<file path="src/rtl/adaptive_rr_arbiter_pkg.sv">
`default_nettype none
// ============================================================================
// Module   : adaptive_rr_arbiter_pkg
// Purpose  : Shared constants, state encoding and helpers for the RR arbiter.
// Revision : 1.0 - initial release
// ============================================================================
package adaptive_rr_arbiter_pkg;

    localparam int MODE_ROTATE = 0;
    localparam int MODE_STICKY = 1;

    typedef enum logic [0:0] {
        ST_IDLE = 1'b0,
        ST_BUSY = 1'b1
    } state_t;

    // Elaboration-time ceil(log2(value)); clog2(1) = 0.
    function automatic int clog2(input int value);
        int r;
        r = 0;
        for (int i = 0; i < 31; i++) begin
            if ((1 << i) < value) begin
                r = i + 1;
            end
        end
        return r;
    endfunction

endpackage
`default_nettype wire

</file>
<file path="src/rtl/adaptive_rr_arbiter_rr_pick.sv">
`default_nettype none
// ============================================================================
// Module   : rr_pick
// Purpose  : Combinational round-robin selector: rotate, find first, rotate back.
// Revision : 1.0 - initial release
// ============================================================================
module rr_pick #(
    parameter int CH = 4,
    parameter int IW = $clog2(CH)
) (
    input  logic [CH-1:0] i_eff,
    input  logic [IW-1:0] i_last_idx,
    output logic [CH-1:0] o_pick,
    output logic [IW-1:0] o_pick_idx,
    output logic          o_any
);

    localparam int SW = IW + 1;

    logic [2*CH-1:0] w_dbl;
    logic [CH-1:0]   w_rot;
    logic [SW-1:0]   w_shift;
    logic [SW-1:0]   w_ffs;
    logic            w_found;
    logic [SW:0]     w_sum;
    logic [SW:0]     w_idx_full;

    // Bit 0 of w_rot is channel last+1, so the owner itself lands in the top bit.
    assign w_dbl   = {i_eff, i_eff};
    assign w_shift = SW'(i_last_idx) + SW'(1);
    assign w_rot   = w_dbl[w_shift +: CH];

    always_comb begin
        w_ffs   = '0;
        w_found = 1'b0;
        for (int i = CH - 1; i >= 0; i--) begin
            if (w_rot[i]) begin
                w_ffs   = SW'(i);
                w_found = 1'b1;
            end
        end
    end

    assign w_sum      = {1'b0, w_shift} + {1'b0, w_ffs};
    assign w_idx_full = (w_sum >= (SW+1)'(CH)) ? (w_sum - (SW+1)'(CH)) : w_sum;

    assign o_any      = w_found;
    assign o_pick_idx = w_found ? w_idx_full[IW-1:0] : '0;
    assign o_pick     = w_found ? (CH'(1) << o_pick_idx) : '0;

endmodule
`default_nettype wire

</file>
<file path="src/rtl/adaptive_rr_arbiter.sv">
`default_nettype none
// ============================================================================
// Module   : adaptive_rr_arbiter
// Purpose  : Registered round-robin arbiter with transaction hold and burst quantum.
// Revision : 1.0 - initial release
// ============================================================================
module adaptive_rr_arbiter
    import adaptive_rr_arbiter_pkg::*;
#(
    parameter int CH      = 4,
    parameter int MODE    = 0,
    parameter int QUANTUM = 4,
    parameter int IW      = $clog2(CH)
) (
    input  logic          Clk,
    input  logic          Rst,
    input  logic [CH-1:0] Req_In,
    input  logic [CH-1:0] Mask_In,
    input  logic          Done_In,
    output logic [CH-1:0] Gnt_Out,
    output logic          Gnt_Vld,
    output logic [IW-1:0] Gnt_Idx,
    output logic          Gnt_Chg
);

    localparam int BW = clog2(QUANTUM + 1);

    state_t        r_state, w_nxt_state;
    logic [CH-1:0] r_gnt,   w_nxt_gnt;
    logic          r_vld;
    logic [IW-1:0] r_idx,   w_nxt_idx;
    logic [IW-1:0] r_last,  w_nxt_last;
    logic [BW-1:0] r_burst, w_nxt_burst;
    logic          r_chg,   w_nxt_chg;

    logic [CH-1:0] w_eff;
    logic [CH-1:0] w_pick;
    logic [IW-1:0] w_pick_idx;
    logic          w_any;
    logic          w_keep;

    assign w_eff = Req_In & Mask_In;

    rr_pick #(
        .CH (CH),
        .IW (IW)
    ) u_pick (
        .i_eff      (w_eff),
        .i_last_idx (r_last),
        .o_pick     (w_pick),
        .o_pick_idx (w_pick_idx),
        .o_any      (w_any)
    );

    // Sticky owner keeps the grant until its quantum of transactions is used.
    assign w_keep = (MODE == MODE_STICKY) && w_eff[r_idx] && (r_burst < BW'(QUANTUM));

    always_comb begin
        w_nxt_state = r_state;
        w_nxt_gnt   = r_gnt;
        w_nxt_idx   = r_idx;
        w_nxt_last  = r_last;
        w_nxt_burst = r_burst;
        w_nxt_chg   = 1'b0;
        case (r_state)
            ST_IDLE: begin
                if (w_any) begin
                    w_nxt_state = ST_BUSY;
                    w_nxt_gnt   = w_pick;
                    w_nxt_idx   = w_pick_idx;
                    w_nxt_last  = w_pick_idx;
                    w_nxt_burst = BW'(1);
                    w_nxt_chg   = 1'b1;
                end
            end
            ST_BUSY: begin
                if (Done_In) begin
                    if (w_keep) begin
                        w_nxt_burst = r_burst + BW'(1);
                    end else if (!w_any) begin
                        w_nxt_state = ST_IDLE;
                        w_nxt_gnt   = '0;
                        w_nxt_idx   = '0;
                    end else begin
                        w_nxt_gnt   = w_pick;
                        w_nxt_idx   = w_pick_idx;
                        w_nxt_last  = w_pick_idx;
                        w_nxt_burst = BW'(1);
                        w_nxt_chg   = (w_pick_idx != r_idx);
                    end
                end
            end
            default: begin
                w_nxt_state = ST_IDLE;
                w_nxt_gnt   = '0;
                w_nxt_idx   = '0;
            end
        endcase
    end

    always_ff @(posedge Clk or posedge Rst) begin
        if (Rst) begin
            r_state <= ST_IDLE;
            r_gnt   <= '0;
            r_vld   <= 1'b0;
            r_idx   <= '0;
            r_last  <= IW'(CH - 1);
            r_burst <= '0;
            r_chg   <= 1'b0;
        end else begin
            r_state <= w_nxt_state;
            r_gnt   <= w_nxt_gnt;
            r_vld   <= |w_nxt_gnt;
            r_idx   <= w_nxt_idx;
            r_last  <= w_nxt_last;
            r_burst <= w_nxt_burst;
            r_chg   <= w_nxt_chg;
        end
    end

    assign Gnt_Out = r_gnt;
    assign Gnt_Vld = r_vld;
    assign Gnt_Idx = r_idx;
    assign Gnt_Chg = r_chg;

endmodule
`default_nettype wire

</file>
<file path="config.mk">
export PLATFORM = sky130hd
export DESIGN_NAME = adaptive_rr_arbiter
export DESIGN_NICKNAME = d
export VERILOG_FILES = /design/src/rtl/adaptive_rr_arbiter_pkg.sv /design/src/rtl/adaptive_rr_arbiter_rr_pick.sv /design/src/rtl/adaptive_rr_arbiter.sv
export SDC_FILE = /design/constraint.sdc
export NUM_CORES = 1
export LEC_CHECK = 0
export CAP_MARGIN = 20
export CORE_AREA = 5 5 46 48
export DETAILED_ROUTE_END_ITERATION = 10
export DIE_AREA = 0 0 51 53
export PLACE_DENSITY = 0.73
export SYNTH_ARGS = -nofsm -noshare
export SYNTH_HDL_FRONTEND = slang
export SYNTH_HIERARCHICAL = 1
export SYNTH_SLANG_ARGS = --single-unit
</file>
<file path="constraint.sdc">
create_clock -name Clk -period 3.28 [get_ports Clk]
set_input_delay 0.656 -clock Clk [delete_from_list [all_inputs] [get_ports Clk]]
set_output_delay 0.656 -clock Clk [all_outputs]
set_load 0.005 [all_outputs]
</file>
Word level (Yosys, flattened, before mapping)

Cells that the tools add are included.
W data, S select, Z words.

Bits in registers: 11
Memory bits (writable): 0
Output and inout bits: 8
Bits in latches: 0
Input port bits: 11
Memories: 0
Memory bits (read-only): 0
Word-level logic and storage cells: 46

Multiply operators: 0
Reductions and logical operators: 2
Magnitude comparators: 1
Bitwise gates (word level): 2
Add/sub/neg operators: 3
Eq/ne operators: 3
Mux-type cells: 27
Div/mod/pow operators: 0
Shifts and indexed selects: 2

Operator list:

| operator              | count |
|---|---|
| $mux W2               | 11 |
| $mux W4               | 3 |
| $mux W1               | 8 |
| $pmux W2 S2           | 2 |
| $pmux W4 S2           | 1 |
| $shiftx A8 B4 Y4      | 1 |
| $add A3 B2 Y4         | 1 |
| $and A4 B4 Y4         | 1 |
| $ge A4 B3 Y1 const B  | 1 |
| $pmux W1 S2           | 2 |
| $reduce_or A4 Y1      | 1 |
| $shl A1 B2 Y4 const A | 1 |
| $add A2 B1 Y3 const B | 1 |
| $ne A2 B1 Y1 const B  | 1 |
| $ne A2 B2 Y1          | 1 |
| $ne A2 B2 Y1 const B  | 1 |
| $reduce_and A2 Y1     | 1 |
| $sub A2 B1 Y2 const B | 1 |
| $not A1 Y1            | 1 |

Depth between registers and ports, before layout

Depth in word-level cells: 15
Depth in mapped cells: 11

Cells and area by module

The synthesis kept the hierarchy.

Modules (own cells, without submodules):

| module              | cells each | seq. area each (um^2) | area each (um^2) | times used |
|---|---|---|---|---|
| adaptive_rr_arbiter | 36         | 277.8                 | 479.2            | 1 |
| rr_pick             | 36         | 0.0                   | 235.2            | 1 |

Worst setup path after synthesis

Ideal clock, no wire load.

Kind: input-to-reg
From: input port Req_In[1]
To: register r_vld, in the netlist Gnt_Vld
Data required time: 3.159 ns
Arrival time: 2.597 ns
Stages: 10
Path slack: 0.562 ns
Cell sequence: and2_1 -> inv_1 -> o21ai_0 -> a21oi_1 -> o32ai_1 -> ha_1 -> or4b_1 -> o21ai_1 -> or4_1 -> a22o_1

Cells in the longest elaborated chain, start to end: 15
Elaborated cells between the ends (all ways): 21
Classes of those cells: add/sub (2); order compare (1); shift (2); mux (14); bitwise (1); reduce/logical (1)

Ends and longest elaborated chain:

| element                                       | RTL line                          | RTL |
|---|---|---|
| start: declaration                            | adaptive_rr_arbiter.sv:17         | `input logic [CH-1:0] Req_In,` |
| $and A4 B4 Y4 (*)                             | adaptive_rr_arbiter.sv:42         | `assign w_eff = Req_In & Mask_In;` |
| $shiftx A8 B4 Y4 (*)                          | adaptive_rr_arbiter_rr_pick.sv:31 | `assign w_rot = w_dbl[w_shift +: CH];` |
| $mux W2 (4 in a row)                          | adaptive_rr_arbiter_rr_pick.sv:37 | `if (w_rot[i]) begin` |
| $add A3 B2 Y4                                 | adaptive_rr_arbiter_rr_pick.sv:44 | `assign w_sum = {1'b0, w_shift} + {1'b0, w_ffs};` |
| $ge A4 B3 Y1 or $sub A2 B1 Y2 (tied branches) | adaptive_rr_arbiter_rr_pick.sv:45 | `assign w_idx_full = (w_sum >= (SW+1)'(CH)) ? (w_sum - (SW+1)'(CH)) : w_sum;` |
| $mux W2                                       | adaptive_rr_arbiter_rr_pick.sv:45 |  |
| $mux W2 (*)                                   | adaptive_rr_arbiter_rr_pick.sv:48 | `assign o_pick_idx = w_found ? w_idx_full[IW-1:0] : '0;` |
| $shl A1 B2 Y4 (*)                             | adaptive_rr_arbiter_rr_pick.sv:49 | `assign o_pick = w_found ? (CH'(1) << o_pick_idx) : '0;` |
| via w_pick[0]                                 | adaptive_rr_arbiter.sv:37         | `logic [CH-1:0] w_pick;` |
| $mux W4                                       | adaptive_rr_arbiter.sv:80         | `end else if (!w_any) begin` |
| $mux W4                                       | adaptive_rr_arbiter.sv:77         | `if (Done_In) begin` |
| $pmux W4 S2 (*)                               | adaptive_rr_arbiter.sv:65         | `case (r_state)` |
| $reduce_or A4 Y1 (*)                          | adaptive_rr_arbiter.sv:113        | `r_vld <= \|w_nxt_gnt;` |
| end signal: assignment                        | adaptive_rr_arbiter.sv:113        |  |
| end: declaration                              | adaptive_rr_arbiter.sv:30         | `logic r_vld;` |

The timed path passes the listed nets; every way through them passes the cells marked *.
A chain may end at the register's enable or synchronous reset.

Final worst setup path

From: input port Req_In[1]
To: register r_vld, in the netlist Gnt_Vld

Cells in the longest elaborated chain, start to end: 15
Elaborated cells between the ends (all ways): 21
Classes of those cells: add/sub (2); order compare (1); shift (2); mux (14); bitwise (1); reduce/logical (1)

Ends and longest elaborated chain:

| element                                       | RTL line                          | RTL |
|---|---|---|
| $and A4 B4 Y4 (*)                             | adaptive_rr_arbiter.sv:42         |  |
| via w_eff[1]                                  | adaptive_rr_arbiter.sv:36         | `logic [CH-1:0] w_eff;` |
| $shiftx A8 B4 Y4 (*)                          | adaptive_rr_arbiter_rr_pick.sv:31 |  |
| $mux W2 (4 in a row)                          | adaptive_rr_arbiter_rr_pick.sv:37 |  |
| $add A3 B2 Y4                                 | adaptive_rr_arbiter_rr_pick.sv:44 |  |
| $ge A4 B3 Y1 or $sub A2 B1 Y2 (tied branches) | adaptive_rr_arbiter_rr_pick.sv:45 |  |
| $mux W2                                       | adaptive_rr_arbiter_rr_pick.sv:45 |  |
| $mux W2 (*)                                   | adaptive_rr_arbiter_rr_pick.sv:48 |  |
| $shl A1 B2 Y4 (*)                             | adaptive_rr_arbiter_rr_pick.sv:49 |  |
| via w_pick[0]                                 | adaptive_rr_arbiter.sv:37         |  |
| $mux W4                                       | adaptive_rr_arbiter.sv:80         |  |
| $mux W4                                       | adaptive_rr_arbiter.sv:77         |  |
| $pmux W4 S2 (*)                               | adaptive_rr_arbiter.sv:65         |  |
| $reduce_or A4 Y1 (*)                          | adaptive_rr_arbiter.sv:113        |  |

Marked as above.

==> summary.txt <==
Floorplan
  • DIE AREA: 2700 um^2
  • Die width: between 50 and 60 um
  • Initial Util: between 40% and 50%
  • Die height: around 53 um
  • FP Rows: 15
  • I/O pin count: 19
  • Core Region: roughly 1700 um^2

Cells and area
  • Share of layout cells above drive strength 1: about 14%
  • Fin util: a little under three fifths
  • Most frequent cells in the layout: 18 x clkdlybuf4s50_1, 9 x dfrtp_1, 6 x and2_1, 6 x a22o_1
  • Final Instance Area: between 900 and 1000 um^2
  • Area Growth Syn to Fin: 31.2%
  • Most common cell after layout, fill and taps aside: clkdlybuf4s50_1
  • Non-Filler Instances: between 100 and 150
  • Layout net count: ~110
  • # diodes: 0

Placement
  • Placed insts: 107
  • PortBufs: 18
  • Post-DP Area: roughly 900 um^2
  • Detailed Place HPWL: between 1000 and 1500 um
  • Final Wtd Congestion: approximately 0.83

Detailed routing
  • Antenna Nets Post-Route: 0
  • Final wirelength: 1380 um
  • Vias: about 650
  • Pre-antenna DRT Iters: 4
  • Detailed Route Iter0 Violations: 13
  • Vias per inst: slightly below 6
  • Routed len/inst: approximately 12 um
  • DRC violations left: 0

Clock tree
  • H-tree Lvls: 1
  • Clock sinks: 11
  • Setup bufs post-CTS: 0
  • Worst skew pair latency: 0.27 ns
  • PostCTS Resize Cnt: 0
  • Root buffer cell: clkbuf_4
  • CTS Buf Count: 3
  • Reg clk slew, reported paths: 0.07 ns
  • # hold bufs at CTS: 0
  • Max Buffers Root-to-Sink: 2
  • CTS tree: yes

Power
  • Logic pwr share: between 50% and 60%
  • Sw Pwr: 0.000263 W
  • Sequential fraction of design power: around a third
  • Worst vdd ir: around 260 uV
  • Cell Int Power: between 0.0004 and 0.0005 W
  • Pleak: around 0.41 nW
  • Cell Pwr Density: roughly 810 nW/um^2
  • Overall power: roughly 0.00076 W
  • Sw frac: about a third
  • Clock share of power: about an eighth

Yosys
  • FFs w/ async S/R, synth: 100%
  • Syn. warnings: 6
  • Syn nets: between 80 and 90
  • Mapped cell area: roughly 710 um^2
  • Yosys reg bits: 11
  • Post-synthesis sequential area ratio: about 40%
  • Ys flop type: dfrtp_1
  • Cells after Synth: between 70 and 80
  • EDFF count, synth: 0
  • Mapped Avg Cell Area: around 10 um^2
  • Yosys cell types: 32

Worst setup path
  • CP max FO: 7
  • Setup crit end kind: register
  • Critical Path RT: between 3 and 4 ns
  • Worst path arrival time: just over 3 ns
  • Startpoint Class: input port
  • Worst setup path class: in -> reg

Global routing
  • Vias in the first global route: ~570
  • GRT Util Overall: between 10% and 20%
  • Initial antenna violation count: 0
  • GRT overflow: 0
  • Largest net degree at the start of global routing: 12
  • First-pass GRT wire length: between 2000 and 2500 um

Timing
  • Setup TNS: 0 ns
  • Minimum clock period: approximately 2.9 ns
  • Final cycle utilization of the critical path: around nine tenths
  • # setup viols final: 0
  • Achievable frequency: ~340 MHz
  • Final hold violation count: 0
  • Slew Limit Fails: 0
  • RSZ-0062 raised after global routing: false
  • Setup Skew: 0.00329 ns
  • Slew @ Worst Pin: between 0.5 and 0.6 ns
  • Worst rel slew slack: approximately 65%

Hold path
  • Min-delay worst type: reg -> reg

Flow run
  • Total of max-cap violations: 0

Outcome
  • Run status: finished, final reports clean
==> worst max-delay path, stage by stage <==
cell             delay, ns
clkdlybuf4s50_1       0.44
and2_1                0.13
inv_1                 0.05
o21ai_0               0.15
a21oi_1               0.09
o32ai_1               0.28
ha_1                  0.34
or4b_1                0.19
o21ai_1               0.08
or4_1                 0.51
a22o_1                0.19
==> synth_stat cells, drive strengths merged, types with 2 or more instances <==
| library cell | instances | area [um^2] |
|---|---|---|
| dfrtp | 9 | 225 |
| nand2b | 2 | 12.5 |
| a2bb2oi | 2 | 17.5 |
| nand2 | 3 | 11.3 |
| a21boi | 2 | 15.0 |
| nor2b | 2 | 12.5 |
| a22o | 7 | 62.6 |
| inv | 4 | 15.0 |
| xor2 | 2 | 17.5 |
| dfstp | 2 | 52.6 |
| buf | 3 | 27.5 |
| o21ai | 6 | 30.0 |
| mux2 | 2 | 30.0 |
| or4 | 3 | 22.5 |
| and2 | 7 | 45.1 |
| a21oi | 4 | 20.0 |
==> per-stage QoR <==
| step | hold slack, ns | setup WS [ns] |
|---|---|---|
| after floorplan | 0.455 | 0.562 |
| after CTS | 0.506 | 0.341 |
| final | 0.503 | 0.331 |
| after detailed placement | 0.486 | 0.0577 |
| after global routing | 0.537 | 0.190 |
| after global placement | 0.484 | 0.0741 |
==> path summary, 6_finish.rpt <==
kind	startpoint	endpoint	slack (ns)	cells after the start
setup / recovery	Req_In[1]	Gnt_Vld	0.33	11
hold / removal	r_state	Gnt_Chg	0.50	1
setup reg to reg	r_last[1]	Gnt_Vld	0.85	8
hold reg to reg	r_state	Gnt_Chg	0.50	1
max in group asynchronous	Rst	r_last[1]	2.29	2
min in group asynchronous	Rst	r_state	0.67	2
==> cell type report <==
type | instances | area [um^2]
fill | 148 | 733
tap | 17 | 21.3
inverter | 4 | 15.0
sequential | 11 | 278
multi-input combinational | 54 | 394
clock buffer | 4 | 26.3
timing repair buffer | 21 | 203
==> routing by layer <==
metal  part of all wire, %  vias to the layer above  track usage [%]  wire length, um
li1                      -                      312                -                -
met1                    45                      301             13.8              616
met2                    44                       28             20.2              613
met3                   7.9                        5             1.69              109
met4                   3.0                        0             8.07               41
met5                     0                        -                0                0
==> power groups by stage <==
stage | combinational [W] | clock [W] | sequential, W
after CTS | 0.000412 | 0.0000944 | 0.000261
after global placement | 0.000405 | 0 | 0.000261
after detailed placement | 0.000412 | 0 | 0.000263
after floorplan | 0.000286 | 0 | 0.000242
final | 0.000411 | 0.0000917 | 0.000261
after global routing | 0.000459 | 0.000102 | 0.000273
==> flip-flops by register name, summed over array words and instances (netlist names) <==
name	flops
Gnt_Chg	1
Gnt_Out	4
Gnt_Vld	1
r_state	1
Gnt_Idx	2
r_last	2
==> cells by family after synthesis <==
| family | Yosys count | share of synthesized area, % |
|---|---|---|
| buffers and inverters | 7 | 5.95 |
| xor gates and xnor gates | 2 | 2.45 |
| DFF | 11 | 38.9 |
| muxes | 3 | 5.60 |
| AOI/OAI and AO/OA | 26 | 25.7 |
| and+or+nand+nor | 22 | 19.6 |
| adders and majority gates | 1 | 1.75 |
Note: power is estimated with default switching activity, not from simulation.
